## src/rtl/uart_pkg.sv

```systemverilog
// rtl/uart_pkg.sv - shared UART types and constants for the transmitter and the receiver rework
//
// Contents:
//   DATA_BITS             payload bits per frame (8N1)
//   BIT_IDX_W             width of a bit index covering 0..DATA_BITS-1
//   CLKS_PER_BIT_DEFAULT  default clock cycles per serial bit
//   uart_state_t          frame FSM state encoding
//   addr_step             wrapping increment for the source read address

package uart_pkg;

    localparam int DATA_BITS            = 8;
    localparam int BIT_IDX_W            = $clog2(DATA_BITS);
    localparam int CLKS_PER_BIT_DEFAULT = 16;
    localparam int ADDR_W               = 15;

    typedef enum logic [1:0] {
        IDLE  = 2'd0,
        START = 2'd1,
        DATA  = 2'd2,
        STOP  = 2'd3
    } uart_state_t;

    // Next read address: wraps to 0 after the last valid location.
    function automatic logic [ADDR_W-1:0] addr_step(input logic [ADDR_W-1:0] addr,
                                                    input logic [ADDR_W-1:0] last);
        if (addr == last) begin
            return '0;
        end
        return addr + ADDR_W'(1);
    endfunction

endpackage

```

## src/rtl/uart_bit_timer.sv

```systemverilog
// rtl/uart_bit_timer.sv - bit-period timer producing a one-cycle strobe per serial bit
//
// Ports:
//   clk      clock, rising edge
//   rst      synchronous active-high reset
//   en       count while high; counter held at zero while low
//   bit_end  high for one cycle on the last clock of every bit period

module uart_bit_timer
    import uart_pkg::*;
#(
    parameter int CLKS_PER_BIT = CLKS_PER_BIT_DEFAULT
) (
    input  logic clk,
    input  logic rst,
    input  logic en,
    output logic bit_end
);

    localparam int CNT_W = (CLKS_PER_BIT > 1) ? $clog2(CLKS_PER_BIT) : 1;
    localparam logic [CNT_W-1:0] CNT_LAST = CNT_W'(CLKS_PER_BIT - 1);

    logic [CNT_W-1:0] cnt;

    // Holding the counter at zero while disabled means the first bit of a
    // frame gets a full period starting right after the enable rises.
    always_ff @(posedge clk) begin
        if (rst || !en) begin
            cnt <= '0;
        end else if (cnt == CNT_LAST) begin
            cnt <= '0;
        end else begin
            cnt <= cnt + CNT_W'(1);
        end
    end

    assign bit_end = en && (cnt == CNT_LAST);

endmodule

```

## src/rtl/uart_tx.sv

```systemverilog
// rtl/uart_tx.sv - 8N1 UART transmitter with valid/ready byte input and source address counter
//
// Ports:
//   clk       clock, rising edge
//   rst       synchronous active-high reset
//   tx_data   byte to send, latched on acceptance
//   tx_valid  tx_data is valid
//   tx_ready  registered; high only while idle
//   txd       serial line, idle high, driven straight from a flop
//   tx_done   one-cycle pulse after each completed frame
//   tx_addr   count of bytes sent, wraps after ADDR_MAX

module uart_tx
    import uart_pkg::*;
#(
    parameter int CLKS_PER_BIT = CLKS_PER_BIT_DEFAULT,
    parameter int ADDR_MAX     = 29999
) (
    input  logic              clk,
    input  logic              rst,
    input  logic [7:0]        tx_data,
    input  logic              tx_valid,
    output logic              tx_ready,
    output logic              txd,
    output logic              tx_done,
    output logic [ADDR_W-1:0] tx_addr
);

    localparam logic [ADDR_W-1:0]    ADDR_LAST = ADDR_W'(ADDR_MAX);
    localparam logic [BIT_IDX_W-1:0] IDX_LAST  = BIT_IDX_W'(DATA_BITS - 1);

    uart_state_t          state;
    uart_state_t          state_next;
    logic [DATA_BITS-1:0] shreg;
    logic [DATA_BITS-1:0] shreg_next;
    logic [BIT_IDX_W-1:0] bit_idx;
    logic [BIT_IDX_W-1:0] bit_idx_next;
    logic                 txd_next;
    logic                 ready_next;
    logic                 done_next;
    logic [ADDR_W-1:0]    addr_next;
    logic                 accept;
    logic                 bit_end;
    logic                 last_bit;

    assign accept   = tx_valid && tx_ready;
    assign last_bit = (bit_idx == IDX_LAST);

    uart_bit_timer #(
        .CLKS_PER_BIT(CLKS_PER_BIT)
    ) u_bit_timer (
        .clk    (clk),
        .rst    (rst),
        .en     (state != IDLE),
        .bit_end(bit_end)
    );

    // State register plus every registered output, so txd, tx_ready and
    // tx_done never carry combinational glitches.
    always_ff @(posedge clk) begin
        if (rst) begin
            state    <= IDLE;
            shreg    <= '0;
            bit_idx  <= '0;
            txd      <= 1'b1;
            tx_ready <= 1'b1;
            tx_done  <= 1'b0;
            tx_addr  <= '0;
        end else begin
            state    <= state_next;
            shreg    <= shreg_next;
            bit_idx  <= bit_idx_next;
            txd      <= txd_next;
            tx_ready <= ready_next;
            tx_done  <= done_next;
            tx_addr  <= addr_next;
        end
    end

    // Next-state logic.
    always_comb begin
        state_next = state;
        case (state)
            IDLE:    if (accept)              state_next = START;
            START:   if (bit_end)             state_next = DATA;
            DATA:    if (bit_end && last_bit) state_next = STOP;
            STOP:    if (bit_end)             state_next = IDLE;
            default:                          state_next = IDLE;
        endcase
    end

    // Output/datapath logic: computes the value each output flop takes at
    // the coming edge, so the line changes exactly on bit boundaries.
    always_comb begin
        shreg_next   = shreg;
        bit_idx_next = bit_idx;
        txd_next     = txd;
        done_next    = 1'b0;
        addr_next    = tx_addr;
        ready_next   = (state_next == IDLE);
        case (state)
            IDLE: begin
                txd_next = 1'b1;
                if (accept) begin
                    shreg_next   = tx_data;
                    bit_idx_next = '0;
                    txd_next     = 1'b0;
                end
            end
            START: begin
                if (bit_end) begin
                    txd_next = shreg[0];
                end
            end
            DATA: begin
                // shreg[0] is the bit on the line; shreg[1] is the next one.
                if (bit_end) begin
                    shreg_next   = shreg >> 1;
                    bit_idx_next = bit_idx + BIT_IDX_W'(1);
                    txd_next     = last_bit ? 1'b1 : shreg[1];
                end
            end
            STOP: begin
                if (bit_end) begin
                    txd_next  = 1'b1;
                    done_next = 1'b1;
                    addr_next = addr_step(tx_addr, ADDR_LAST);
                end
            end
            default: begin
                txd_next = 1'b1;
            end
        endcase
    end

endmodule
```

## config.mk

```make
export PLATFORM = sky130hd
export DESIGN_NAME = uart_tx
export DESIGN_NICKNAME = d
export VERILOG_FILES = /design/src/rtl/uart_pkg.sv /design/src/rtl/uart_bit_timer.sv /design/src/rtl/uart_tx.sv
export SDC_FILE = /design/constraint.sdc
export NUM_CORES = 1
export LEC_CHECK = 0
export CORE_UTILIZATION = 30
export CTS_CLUSTER_DIAMETER = 200
export CTS_CLUSTER_SIZE = 24
export DETAILED_ROUTE_END_ITERATION = 16
export GPL_ROUTABILITY_DRIVEN = 0
export HOLD_SLACK_MARGIN = 0.06
export RECOVER_POWER = 100
export SYNTH_ARGS = -nofsm -noshare
export SYNTH_HDL_FRONTEND = slang
export SYNTH_SLANG_ARGS = --single-unit
```

## constraint.sdc

```tcl
create_clock -name clk -period 2.6 [get_ports clk]
set_clock_uncertainty 0.2 [all_clocks]
set_input_delay 0.52 -clock clk [delete_from_list [all_inputs] [get_ports clk]]
set_output_delay 0.52 -clock clk [all_outputs]
set_load 0.005 [all_outputs]
```

# Word level (Yosys, flattened, before mapping)
# Index checks and enable logic that the tools add are counted.
[totals]
elab_cells = 59
register_bits = 35
[classes]
n_reduce_logical = 14
n_eq_ne = 10
n_bitwise = 1
muxes = 23
n_addsub = 3
[op_table]
columns = ["cell", "count"]
rows = [
  ["$mux 15", 2],
  ["$mux 8", 2],
  ["$pmux 8 s2", 1],
  ["$add 15x1->15 const B", 1],
  ["$eq 15x15->1 const B", 1],
  ["$mux 1", 9],
  ["$mux 2", 4],
  ["$ne 2x2->1 const B", 4],
  ["$pmux 2 s4", 1],
  ["$mux 3", 2],
  ["$pmux 3 s2", 1],
  ["$reduce_and 3->1", 2],
  ["$add 4x1->4 const B", 1],
  ["$eq 2x2->1 const B", 2],
  ["$eq 4x4->1 const B", 1],
  ["$logic_not 2->1", 2],
  ["$pmux 1 s4", 1],
  ["$reduce_bool 2->1", 2],
  ["$reduce_or 2->1", 2],
  ["$add 3x1->3 const B", 1],
  ["$eq 3x3->1 const B", 1],
  ["$logic_and 1x1->1", 3],
  ["$eq 2x1->1 const B", 1],
  ["$reduce_and 2->1", 1],
  ["other kinds (3)", 3],
]

# Longest topological paths before layout
# Gate-level depths: netlist of the first run.
[logic_depth]
word_depth = 6
depth_mapped = 7

# By module
# Synthesis of the first run repeated with hierarchy kept, for this count alone.
[unflattened]
hier_cells = 188
hier_area_um2 = 1604.0
[by_module_without_submodules]
columns = ["mod", "seq_area_each_um2", "cells_per_inst", "area_each_um2", "n_inst"]
rows = [
  ["uart_tx", 620.6, 171, 1446.4, 1],
  ["uart_bit_timer", 80.1, 17, 157.7, 1],
]

# Worst setup path before layout of the first run
# Ideal clock, no wire load.
[synth_path]
path_type = "register -> register"
start = "register u_bit_timer.cnt[0]"
end = "register tx_addr[11]"
setup_ps = 70
arrival_time_ps = 1990
path_stages_with_launch = 7
path_slack_ps = 340
cell_sequence = "dfxtp_1 -> ha_1 -> nand4_4 -> or4_1 -> buf_2 -> or4_1 -> a21oi_1"
[synth_via]
elab_chain_cells = 3
[synth_rtl]
columns = ["item", "line", "rtl"]
rows = [
  ["from (decl)", "uart_bit_timer.sv:23", "logic [CNT_W-1:0] cnt;"],
  ["from (signal assigned)", "uart_bit_timer.sv:33", "cnt <= cnt + CNT_W'(1);"],
  ["$eq 4x4->1", "uart_bit_timer.sv:37", "assign bit_end = en && (cnt == CNT_LAST);"],
  ["$logic_and 1x1->1", "uart_bit_timer.sv:37", ""],
  ["$reduce_and 2->1 (no line)", "--", ""],
  ["to (signal assigned)", "uart_tx.sv:76", "tx_addr <= addr_next;"],
  ["to (decl)", "uart_tx.sv:26", "output logic [ADDR_W-1:0] tx_addr"],
]
# No other way between the ends.
# A chain may end at the register's enable or synchronous reset.

# Worst setup path in the final report of the first run
[layout_path]
start = "register u_bit_timer.cnt[0]"
end = "register tx_addr[13]"
# The elaborated chain is that of the path after synthesis.

==> flow_metrics.py, run 1 <==
metrics = {
    "run_status": {
        "status": "finished clean",
    },
    "synth": {
        "ys_seq_area_share_pct": 44.7,
        "synth.distinct_cells": 33,
        "syn_inst": 187,
        "synth_nets": 202,
        "synth_top_cell_area_share_pct": 44.7,
        "avgSynthCellArea_um2": 8.38,
        "yosysWarnings": 0,
        "ys_seq_elements": 35,
        "synth.area.top_cells": "dfxtp_1 (45%), nand2_1 (7.2%), nor2_1 (6.7%), xnor2_1 (4.5%), a311oi_1 (3.9%)",
        "synth_area_leader_cell": "dfxtp_1",
        "synth_area_um2": 1570,
    },
    "route": {
        "wl_per_cell_um": 11.6,
        "postRouteAntennaNets": 0,
        "vias": 1379,
        "totalWireLength_um": 3320,
        "drt_first_pass_iters": 4,
        "drt_iter0_drc": 67,
        "viasPerCell": 4.82,
        "route.detailed.drc": 0,
    },
    "cts": {
        "cts_root_buffer": "clkbuf_8",
        "clkLatencyLatePin_ns": 0.29,
        "cts_resized": 0,
        "hold_buffers": 0,
        "cts_setup_buffers": 0,
        "cts.sinks": 35,
        "numCtsBuffers": 5,
        "clkTransAtPathRegs_ns": 0.07,
        "htreeDepth": 2,
        "cts_tree": "yes",
        "clockBufferDepth": 2,
    },
    "setup_path": {
        "path_class": "register to register",
        "critical_path_required_ns": 2.62,
        "rr_endpoint": "tx_addr[13]",
        "crit_path_max_incr_delay_ns": 0.66,
        "regToRegStartpoint": "u_bit_timer.cnt[0]",
        "worst_path_dominant_cell_family": "simple AND/OR/NAND/NOR gates",
        "reg2reg_setup_slack_ns": 0.18,
        "arrival_ns": 2.43,
        "path_common_cell": "or4_1",
        "critPathSlowestCell": "or4_1",
        "crit_buf_inv": 0,
        "path_max_fanout": 9,
        "start_kind": "register",
        "cp_cell_sequence": "ha_1 > nand4_4 > or4_1 > or4_1 > a21oi_1",
        "reg2reg_depth": 5,
        "end_kind": "register",
    },
    "power_and_ir_drop": {
        "pwr-share-comb_pct": 7.2,
        "p_per_area_nw_per_um2": 535,
        "p_sw_share_pct": 22.7,
        "clkPwrFrac_pct": 40.2,
        "sequentialPowerShare_pct": 52.6,
        "max-vdd-ir-drop_v": 0.000346,
        "p_int_w": 0.000837,
        "power_leakage_nw": 0.729,
        "p_switching_w": 0.000246,
    },
    "floorplan": {
        "ioPinCount": 29,
        "die_h_um": 74.3,
        "start_util_pct": 32.1,
        "core_area_um2": 4880,
        "rows": 25,
        "die_w_um": 74.3,
        "die_area_um2": 5510,
    },
    "worst_hold_path": {
        "whs_endpoint": "u_bit_timer.cnt[0]",
        "worstHoldStart": "u_bit_timer.cnt[0]",
        "hold_path.class": "register to register",
        "holdPathStages": 1,
    },
    "placed_design": {
        "pre_cts_ws_ns": 0.206,
        "portBuffers": 28,
        "place_inst": 278,
        "detailed_place_hpwl_um": 2350,
    },
    "finish": {
        "layoutNonFillerInstCount": 286,
        "nets": 233,
        "drive_gt1_share_pct": 6.39,
        "synthToLayoutAreaGrowth_pct": 29.2,
        "final_cell_mix": "dfxtp_1 (35), nand2_1 (30), nor2_1 (28)",
        "final_common_cell": "dfxtp_1",
        "fin_util_pct": 41.5,
        "diodes": 0,
    },
    "sta": {
        "finalSetupViolations": 0,
        "fin_tns_setup_ns": 0,
        "setup_ws_ns": 0.184,
        "fin_crit_sh_pct": 92.9,
        "whs_ns": 0.257,
        "hold_viol_final": 0,
        "timing.fmax_ghz": 0.414,
        "slew_viol_final": 0,
        "slew_headroom_pct": 54.7,
        "grt_setup_unrepaired": "no",
        "min_period_ns": 2.42,
        "worst_pin_slew_ns": 0.680,
    },
    "global_route": {
        "grt-ovfl-total": 0,
        "grt_max_degree": 16,
        "grt_pass1_vias": 1251,
        "grt_util_all_layers_pct": 13.5,
        "grt_pass1_wl_um": 5620,
        "antenna_found_initial": 0,
    },
    "flow_run": {
        "cap_violations": 0,
    },
}
==> Yosys cell counts, drive strengths merged <==
library cell / instances
mux2: 1
dfxtp: 35
nor2: 28
nor4: 5
buf: 4
inv: 3
a31oi: 1
nand2b: 1
and4: 1
and3: 1
nor2b: 1
o31ai: 2
or3: 2
xor2: 4
nand2: 30
nand4: 8
a21oi: 10
or4: 3
nand4bb: 1
nor3: 3
o21ai: 3
xnor2: 8
nand3: 10
ha: 4
or4bb: 1
clkbuf: 6
a31o: 2
nor3b: 1
o311ai: 1
a311oi: 7
==> worst max-delay path by stage <==
| stage | from | endpoint | slack [ns] | cells past startpoint |
|---|---|---|---|---|
| detailed placement | u_bit_timer.cnt[0] | tx_addr[13] | 0.21 | 5 |
| floorplan | u_bit_timer.cnt[0] | tx_addr[11] | 0.34 | 6 |
| CTS | u_bit_timer.cnt[0] | tx_addr[13] | 0.19 | 5 |
| global route | u_bit_timer.cnt[0] | tx_addr[11] | 0.06 | 5 |
| finish | u_bit_timer.cnt[0] | tx_addr[13] | 0.18 | 5 |
| global placement | u_bit_timer.cnt[0] | tx_addr[13] | 0.26 | 5 |
==> per-layer routing <==
metal | global-route usage, % | up-vias | share of wire (%)
met5 | 0 | - | 0
met4 | 6.29 | 0 | 1.6
met3 | 3.52 | 5 | 5.1
met2 | 21.0 | 36 | 42
met1 | 17.5 | 611 | 51
li1 | - | 727 | -
==> layout make-up <==
type / count / area [um2]
fill: 524 / 2860
multi-input combinational: 139 / 813
sequential: 35 / 701
timing repair buffer: 34 / 314
clock buffer: 8 / 100
tap: 67 / 83.8
inverter: 3 / 11.3
==> flip-flops by register name, summed over array words and instances, names as in the netlist <==
signal and count:
state 2, txd 1, tx_addr 15, tx_done 1, tx_ready 1, shreg 8, u_bit_timer.cnt 4, bit_idx 3
==> per-stage QoR <==
stage	power (W)	instance area (um2)
finish	0.00108	2020
global route	0.00113	2020
CTS	0.00111	2040
detailed placement	0.000664	1940
global placement	0.000665	1940
floorplan	0.000625	1570
==> logic make-up (layout without fill, tap and decap cells) <==
logic type	Yosys count	in the layout	share of synthesized area (%)
and+or+nand+nor	96	96	30.3
DFF	35	35	44.7
AOI/OAI and AO/OA	26	26	11.1
buffers and inverters	13	45	3.27
xor gates and xnor gates	12	12	6.71
adders and majority gates	4	4	3.20
muxes	1	1	0.719
==> power by group through the flow <==
stage,clock (W),sequential [W],combinational [W]
CTS,0.000455,0.000569,0.0000831
finish,0.000435,0.000570,0.0000779
floorplan,0,0.000576,0.0000491
detailed placement,0,0.000581,0.0000829
global placement,0,0.000582,0.0000826
global route,0.000473,0.000571,0.0000886
No activity file was read; power rests on OpenSTA's default activity.
==> run 2: changes to the inputs <==
==> constraint.sdc (replaced) <==
create_clock -name clk -period 2.7 [get_ports clk]
set_clock_uncertainty 0.2 [all_clocks]
set_input_delay 0.54 -clock clk [delete_from_list [all_inputs] [get_ports clk]]
set_output_delay 0.54 -clock clk [all_outputs]
set_load 0.005 [all_outputs]
==> flow_metrics.py, run 2 (same netlist as run 1, synthesis figures left out) <==
metrics = {
    "placed_design": {
        "detailed_place_hpwl_um": 2370,
        "dpl-instance-area_um2": 1920,
        "portBuffers": 28,
    },
    "worst_hold_path": {
        "hold_path.class": "register to register",
    },
    "cts": {
        "clkTransAtPathRegs_ns": 0.07,
        "clockBufferDepth": 2,
        "cts.sinks": 35,
        "cts_root_buffer": "clkbuf_8",
        "numCtsBuffers": 5,
        "cts_tree": "yes",
        "hold_buffers": 0,
        "cts_setup_buffers": 0,
        "htreeDepth": 2,
        "clkLatencyLatePin_ns": 0.29,
        "cts_resized": 0,
    },
    "floorplan": {
        "ioPinCount": 29,
        "die_area_um2": 5510,
        "die_w_um": 74.3,
        "core_area_um2": 4880,
        "start_util_pct": 32.1,
        "rows": 25,
        "die_h_um": 74.3,
    },
    "route": {
        "drt_first_pass_iters": 4,
        "viasPerCell": 4.87,
        "wl_per_cell_um": 11.7,
        "route.detailed.drc": 0,
        "vias": 1382,
        "postRouteAntennaNets": 0,
        "drt_iter0_drc": 96,
        "totalWireLength_um": 3330,
    },
    "power_and_ir_drop": {
        "p_per_area_nw_per_um2": 499,
        "max-vdd-ir-drop_v": 0.000323,
        "fin_total_pwr_w": 0.000997,
        "power_leakage_nw": 0.723,
    },
    "finish": {
        "fin_area_um2": 2000,
        "diodes": 0,
        "largest_register_ffs": 15,
        "drive_gt1_share_pct": 6.45,
        "synthToLayoutAreaGrowth_pct": 27.4,
        "final_cell_mix": "dfxtp_1 (35), nand2_1 (30), nor2_1 (28)",
        "largest-register": "tx_addr",
        "top_regs": "tx_addr x15, shreg x8, u_bit_timer.cnt x4",
        "nets": 231,
        "fillers": 522,
        "final_common_cell": "dfxtp_1",
    },
    "setup_path": {
        "start_kind": "register",
        "cp_cell_sequence": "ha_1 > nand4_4 > or4_1 > or4_1 > a21oi_1",
        "crit_path_max_incr_delay_ns": 0.66,
        "critical_path_required_ns": 2.72,
        "end_kind": "register",
        "path_max_fanout": 9,
        "path_common_cell": "or4_1",
        "arrival_ns": 2.45,
        "critPathSlowestCell": "or4_1",
        "path_class": "register to register",
        "worst_path_dominant_cell_family": "simple AND/OR/NAND/NOR gates",
        "crit_buf_inv": 0,
    },
    "sta": {
        "slew_viol_final": 0,
        "grt_setup_unrepaired": "no",
        "finalSetupViolations": 0,
        "fin_tns_setup_ns": 0,
        "min_period_ns": 2.43,
        "hold_viol_final": 0,
        "whs_ns": 0.246,
        "timing.fmax_ghz": 0.412,
        "worst_pin_slew_ns": 0.676,
        "slew_headroom_pct": 54.9,
        "fin_crit_sh_pct": 89.9,
    },
    "global_route": {
        "grt_max_degree": 16,
        "antenna_found_initial": 0,
        "grt-ovfl-total": 0,
        "grt_pass1_wl_um": 5670,
        "grt_pass1_vias": 1241,
        "grt_util_all_layers_pct": 13.5,
    },
    "run_status": {
        "status": "finished clean",
    },
    "flow_run": {
        "cap_violations": 0,
    },
}
-- run 2: cell types whose count changed in the layout (fill, tap and decap cells not counted) --
cell             change
buf_4                -1
clkbuf_1             -2
clkbuf_8             -2
clkdlybuf4s50_1      -2
clkinv_2             +3
dlygate4sd3_1        +2
o21ai_0              +1
o21ai_1              -1
-- run 2: where the power goes --
group	switching (W)	total [W]	internal (W)
clock	0.000199	0.000376	0.000177
combinational	0.0000368	0.0000725	0.0000357
sequential	0.0000135	0.000548	0.000535
total	0.000250	0.000997	0.000747
-- run 2: layer usage --
metal	GRT usage [%]	vias to the layer above	wire length (um)	part of all wire [%]
li1	-	720	-	-
met1	17.9	620	1660	50
met2	21.2	42	1460	44
met3	5.01	0	217	6.5
met4	2.52	0	0	0
met5	0	-	0	0
-- run 2: per-stage QoR --
stage / util [%] / worst slack [ns] / cells
after floorplan: - / 0.440 / 187
after global placement: 39.4 / 0.357 / 276
after detailed placement: 39.4 / 0.308 / 276
after CTS: 41.1 / 0.285 / 284
after global routing: 40.9 / 0.148 / 284
final: 40.9 / 0.272 / 284
-- run 2: worst reg2reg max path: stages (launching register included) --
cell,delay (ns)
dfxtp_1,0.35
ha_1,0.29
nand4_4,0.19
or4_1,0.67
or4_1,0.51
a21oi_1,0.15
-- run 2: final timing paths --
check | startpoint | to | slack (ns) | cells past startpoint
max | u_bit_timer.cnt[0] | tx_addr[11] | 0.27 | 5
min | u_bit_timer.cnt[0] | u_bit_timer.cnt[0] | 0.25 | 1
max reg2reg | u_bit_timer.cnt[0] | tx_addr[11] | 0.27 | 5
min reg2reg | u_bit_timer.cnt[0] | u_bit_timer.cnt[0] | 0.25 | 1
-- run 2: final cells by class --
cell class | count | area, um2 | area share, %
multi-input cells | 139 | 813 | 40.8
repair buffers | 32 | 303 | 15.2
inverters | 3 | 11.3 | 0.564
flip-flops and latches | 35 | 701 | 35.1
clock inverters | 3 | 15.0 | 0.752
well taps | 67 | 83.8 | 4.20
clock buffers | 5 | 68.8 | 3.45
==> run 3: changes to the inputs <==
--- a/config.mk
+++ b/config.mk
@@ -11,6 +11,7 @@
 export DETAILED_ROUTE_END_ITERATION = 16
 export GPL_ROUTABILITY_DRIVEN = 0
 export HOLD_SLACK_MARGIN = 0.06
+export MAX_ROUTING_LAYER = met4
 export RECOVER_POWER = 100
 export SYNTH_ARGS = -nofsm -noshare
 export SYNTH_HDL_FRONTEND = slang
==> flow_metrics.py, run 3 (same netlist as run 1, synthesis figures left out) <==
metrics = {
    "sta": {
        "min_period_ns": 2.43,
        "whs_ns": 0.246,
        "worst_pin_slew_ns": 0.677,
        "slew_headroom_pct": 54.9,
        "slew_viol_final": 0,
        "fin_tns_setup_ns": 0,
        "hold_viol_final": 0,
        "grt_setup_unrepaired": "no",
        "timing.fmax_ghz": 0.412,
        "finalSetupViolations": 0,
        "fin_crit_sh_pct": 89.9,
    },
    "global_route": {
        "grt-ovfl-total": 0,
        "grt_pass1_wl_um": 5650,
        "grt_max_degree": 16,
        "busiest_layer": "met2",
        "grt_util_met1_pct": 17.9,
        "antenna_found_initial": 0,
        "grt_util_all_layers_pct": 13.9,
        "grt_use_met3_pct": 4.88,
        "met2_usage_pct": 21.3,
        "grt_pass1_vias": 1245,
    },
    "power_and_ir_drop": {
        "max-vdd-ir-drop_v": 0.000321,
        "power_leakage_nw": 0.723,
        "p_per_area_nw_per_um2": 498,
    },
    "flow_run": {
        "cap_violations": 0,
    },
    "finish": {
        "final_cell_mix": "dfxtp_1 (35), nand2_1 (30), nor2_1 (28)",
        "diodes": 0,
        "fillers": 522,
        "largest-register": "tx_addr",
        "nets": 231,
        "final_common_cell": "dfxtp_1",
        "largest_register_ffs": 15,
        "synthToLayoutAreaGrowth_pct": 27.4,
        "drive_gt1_share_pct": 6.45,
        "top_regs": "tx_addr x15, shreg x8, u_bit_timer.cnt x4",
    },
    "cts": {
        "cts.sinks": 35,
        "cts_setup_buffers": 0,
        "numCtsBuffers": 5,
        "clkTransAtPathRegs_ns": 0.07,
        "cts_resized": 0,
        "clkLatencyLatePin_ns": 0.29,
        "cts_tree": "yes",
        "cts_root_buffer": "clkbuf_8",
        "hold_buffers": 0,
        "htreeDepth": 2,
        "clockBufferDepth": 2,
    },
    "worst_hold_path": {
        "hold_path.class": "register to register",
        "holdPathStages": 1,
    },
    "floorplan": {
        "die_w_um": 74.3,
        "start_util_pct": 32.1,
        "die_area_um2": 5510,
        "ioPinCount": 29,
        "core_area_um2": 4880,
        "rows": 25,
        "die_h_um": 74.3,
    },
    "route": {
        "drt_first_pass_iters": 4,
        "viasPerCell": 4.82,
        "drt_iter0_drc": 108,
        "wl_per_cell_um": 11.7,
        "totalWireLength_um": 3320,
        "route.detailed.drc": 0,
        "postRouteAntennaNets": 0,
        "vias": 1368,
    },
    "setup_path": {
        "start_kind": "register",
        "path_class": "register to register",
        "critical_path_required_ns": 2.72,
        "path_max_fanout": 9,
        "end_kind": "register",
        "reg2reg_depth": 5,
        "arrival_ns": 2.44,
    },
    "placed_design": {
        "portBuffers": 28,
        "detailed_place_hpwl_um": 2370,
    },
    "run_status": {
        "status": "finished clean",
    },
}
run 3: cell counts in the layout (fill, tap and decap cells not counted):
No cell type changed its count.
run 3: layout make-up:
cell class              instances  area [um2]  share of cell area [%]
repair buffers                 32         303                    15.2
inverters                       3        11.3                   0.564
multi-input cells             139         813                    40.8
clock buffers                   5        68.8                    3.45
clock inverters                 3        15.0                   0.752
well taps                      67        83.8                    4.20
flip-flops and latches         35         701                    35.1
run 3: worst max-delay path, stage by stage (launching register included):
cell and delay, ns:
dfxtp_1 0.35, ha_1 0.29, nand4_4 0.19, or4_1 0.67
or4_1 0.51, a21oi_1 0.15
run 3: per-layer routing:
| metal | share of wire [%] | vias up | wire length [um] |
|---|---|---|---|
| met2 | 43 | 31 | 1440 |
| met5 | 0 | - | 0 |
| met1 | 52 | 613 | 1710 |
| met4 | 0.63 | 0 | 21 |
| met3 | 4.3 | 2 | 144 |
| li1 | - | 722 | - |
run 3: path summary, 6_finish.rpt:
path,startpoint,endpoint,slack (ns)
worst min-delay path,u_bit_timer.cnt[0],u_bit_timer.cnt[0],0.25
worst max-delay path,u_bit_timer.cnt[0],tx_addr[11],0.27
worst min register to register,u_bit_timer.cnt[0],u_bit_timer.cnt[0],0.25
worst max register to register,u_bit_timer.cnt[0],tx_addr[11],0.27
run 3: power breakdown:
part / switching [W] / total [W] / internal, W
logic: 0.0000368 / 0.0000725 / 0.0000357
clock network: 0.000196 / 0.000372 / 0.000177
registers: 0.0000134 / 0.000548 / 0.000535
total: 0.000246 / 0.000993 / 0.000747
run 3: through the flow:
step | util, % | cells | setup slack [ns] | power (W) | instance area [um2]
after global routing | 40.9 | 284 | 0.148 | 0.00104 | 2000
after floorplan | - | 187 | 0.440 | 0.000602 | 1570
final | 40.9 | 284 | 0.273 | 0.000993 | 2000
after detailed placement | 39.4 | 276 | 0.308 | 0.000637 | 1920
after global placement | 39.4 | 276 | 0.357 | 0.000637 | 1920
after CTS | 41.1 | 284 | 0.285 | 0.00101 | 2000
==> RTL edit 1, RTL diff (config.mk and constraints of run 2) <==
Make the reset (`rst`) asynchronous in one clocked block. Comments in the files are not updated.
--- a/src/rtl/uart_tx.sv
+++ b/src/rtl/uart_tx.sv
@@ -58,5 +58,5 @@
     // State register plus every registered output, so txd, tx_ready and
     // tx_done never carry combinational glitches.
-    always_ff @(posedge clk) begin
+    always_ff @(posedge clk or posedge rst) begin
         if (rst) begin
             state    <= IDLE;
Check against the original RTL: differs if rst is asserted again (counterexample within 4 cycles, from zero or initial values and one cycle with rst high); with rst held inactive, the same outputs for 10 cycles.
==> RTL edit 1 against run 2 <==
Power shrank 1.2%. Maximum frequency grew 11%. Routed wire length is 3.1% higher. Non-clock buffer count fell by 3. Sequential share of layout area increased by 5.2 points. Area after synthesis rose by 10%. Sequential cell count did not move. Setup slack gained 240 ps. Cell area increased by 6.7%. Worst hold slack better by 6.1 ps. Critical path type is now in2reg. Critical endpoint is now shreg[3]. Largest power group unchanged. Highest routed layer is now met4.
==> RTL edit 1: results <==
[run_status]
status = complete, no violations

[setup_path]
reg2reg_slack_ps = 580
crit_arrival_ps = 2120
r2r-end = tx_addr[4]
worstPathMaxFanout = 15

[logic_synthesis]
synth_cells = 168
synth_common_cells = 29 x dfrtp_1, 27 x nand2_1, 11 x nand3_1, 11 x nor2_1
ys_types = 45
synthArstFlopShare = 0.886
yosys-top-cells-area = dfrtp_1 42%, nand2_1 5.9%, mux2i_1 5.2%
syn_nets = 183
synth_seq_area_share = 0.498
synthFlopType = dfrtp_1

[global_routing]
track_usage = 0.127
grt_pass1_vias = 1209
grt_max_degree = 32
grt_pass1_wl_um = 5870
antenna_found_initial = 0

[cells_and_area]
drive_above_1_share = 0.0650
antenna_cells = 0
fillers = 561
nNetsFinal = 214

[timing]
finalHoldWorstSlack_ps = 252
tightest_slew_ps = 830

[routing]
avgViaCountPerCell = 4.79
first_iter_violations = 64
wl_per_cell_um = 12.6
routed_wl_um = 3440

[place]
dp_hpwl_um = 2430
io_buffers = 28
placedCellCount = 264
place_ws_ps = 458

[clock_network]
clk_latency_ps = 280
cts_setup_buffers = 0
cts.htree.levels = 2
cts_root_buf = clkbuf_8

[pwr]
peakVddDrop_mv = 0.169
switching_share = 0.206
p_leak_uw = 0.000985

[worst_hold_path]
min_to = u_bit_timer.cnt[0]
hp-start = u_bit_timer.cnt[0]
==> RTL edit 1: power by group through the flow <==
stage	clock [uW]	sequential, uW	combinational (uW)
detailed placement	0	543	41.4
global route	451	532	44.1
CTS	431	533	42.0
finish	414	532	38.5
global placement	0	543	41.2
floorplan	0	542	19.0
==> RTL edit 1: cell families (layout without fill, tap and decap cells) <==
family / after synthesis / count (layout) / share of synthesized area
adder cells (fa/ha/maj): 4 / 4 / 0.0290
multiplexers: 10 / 10 / 0.0588
buffers and inverters: 10 / 42 / 0.0283
XOR/XNOR: 10 / 10 / 0.0508
AO/OA/AOI/OAI: 22 / 22 / 0.0813
AND/OR/NAND/NOR: 77 / 77 / 0.253
flip-flops: 35 / 35 / 0.498
==> RTL edit 1: final cells by class <==
class	count	share of cell area
Multi-Input combinational cell	123	0.365
Tap cell	72	0.0423
Inverter	5	0.00881
Clock buffer	8	0.0470
Timing Repair Buffer	29	0.134
Sequential cell	35	0.403
==> RTL edit 1: worst max path at each step <==
stage	start	end	slack [ps]
final	tx_valid	shreg[3]	510
after global routing	tx_valid	shreg[6]	330
after CTS	tx_ready	tx_ready	640
after detailed placement	tx_valid	bit_idx[0]	460
after global placement	tx_valid	bit_idx[0]	470
after floorplan	rst	u_bit_timer.cnt[2]	810
==> RTL edit 1: critical path, cell delays in order <==
cell             delay (ps)
clkdlybuf4s50_1         400
nand4bb_1               230
a21boi_1                730
o21ai_0                 210
==> RTL edit 1: per-stage QoR <==
step	util	area, um^2
after floorplan	-	1720
after global placement	0.376	2070
after detailed placement	0.376	2070
after CTS	0.394	2170
after global routing	0.387	2130
final	0.387	2130
==> RTL edit 1: routing by layer <==
metal	wire, um	GRT usage	up-vias
met3	154	0.0306	8
met4	68	0.0566	0
met1	1640	0.173	616
met2	1570	0.189	25
li1	-	-	654
met5	0	0	-
==> RTL edit 2, RTL diff (config.mk and constraints of run 2) <==
Made on the original files. Set the package constant `ADDR_W` to 16 (it was 15).
--- a/src/rtl/uart_pkg.sv
+++ b/src/rtl/uart_pkg.sv
@@ -13,5 +13,5 @@
     localparam int BIT_IDX_W            = $clog2(DATA_BITS);
     localparam int CLKS_PER_BIT_DEFAULT = 16;
-    localparam int ADDR_W               = 15;
+    localparam int ADDR_W               = 16;
 
     typedef enum logic [1:0] {
Ports: changed (resized tx_addr); port bits go from 29 to 30. The function was not compared with the original's and may differ.
==> RTL edit 2 against run 2 <==
Global-route usage is 0.93 points lower. Worst hold slack better by 0.61 ps. Setup slack better by 100 ps. Sequential cell count is 1 higher. Routed wire length is 7.4% higher. Maximum frequency is 4.5% higher. Cell area is 9.8% higher. Final cell count is 4.2% higher. Die area is 8.0% higher. Count of clock-buffer cells in the layout stayed put. Power is 11% higher. Area after synthesis is 8.2% higher. Combinational power is 6.5% higher. Via count is 5.1% higher.
==> RTL edit 2: results <==
[run_status]
status = complete, no violations

[place]
io_buffers = 29
place_ws_ps = 419
dp_hpwl_um = 2580

[setup_path]
reg2reg_slack_ps = 380
cp-startpoint = tx_addr[0]
slowest_delay_ps = 750
worstPathMaxFanout = 13
critPathTopFamily = compound AO/OA/AOI/OAI gates

[global_routing]
grt_max_degree = 17
use_met1 = 0.161
grt_pass1_wl_um = 6000

[cells_and_area]
fillers = 563
reg.largest.list = tx_addr x16, shreg x8, u_bit_timer.cnt x4
drive_above_1_share = 0.0893
nNetsFinal = 238

[logic_synthesis]
synth_seq_area_share = 0.425
syn_nets = 204
synthXorXnorAreaFrac = 0.0672
synthAdderAreaFrac = 0.0295
synth_cells = 189

[routing]
wl_per_cell_um = 12.1
first_iter_violations = 93
vias = 1452
wl_met1_um = 1730

[timing]
relSlewSlack = 0.476
finalHoldWorstSlack_ps = 247
fin_crit_sh = 0.861

[pwr]
peakVddDrop_mv = 0.356
RTL edit 2: cell count changes after synthesis, sizes merged, moves of 3 or more:
cell	delta
a211oi	+7
a311oi	-7
mux2i	+7
nand2	-15
nand3	-3
o41ai	+3
or3b	+3
RTL edit 2: layout make-up:
| type | count | area, um^2 | share of cell area |
|---|---|---|---|
| inverters | 5 | 18.8 | 0.00857 |
| multi-input cells | 140 | 918 | 0.419 |
| clock inverters | 3 | 42.5 | 0.0194 |
| flip-flops and latches | 36 | 721 | 0.329 |
| well taps | 72 | 90.1 | 0.0411 |
| repair buffers | 35 | 332 | 0.151 |
| clock buffers | 5 | 68.8 | 0.0314 |
RTL edit 2: through the flow:
step | total power (uW) | util
2_1_floorplan | 615 | -
4_1_cts | 1120 | 0.401
3_3_place_gp | 649 | 0.381
5_1_grt | 1150 | 0.400
3_5_place_dp | 649 | 0.381
6_report | 1110 | 0.400
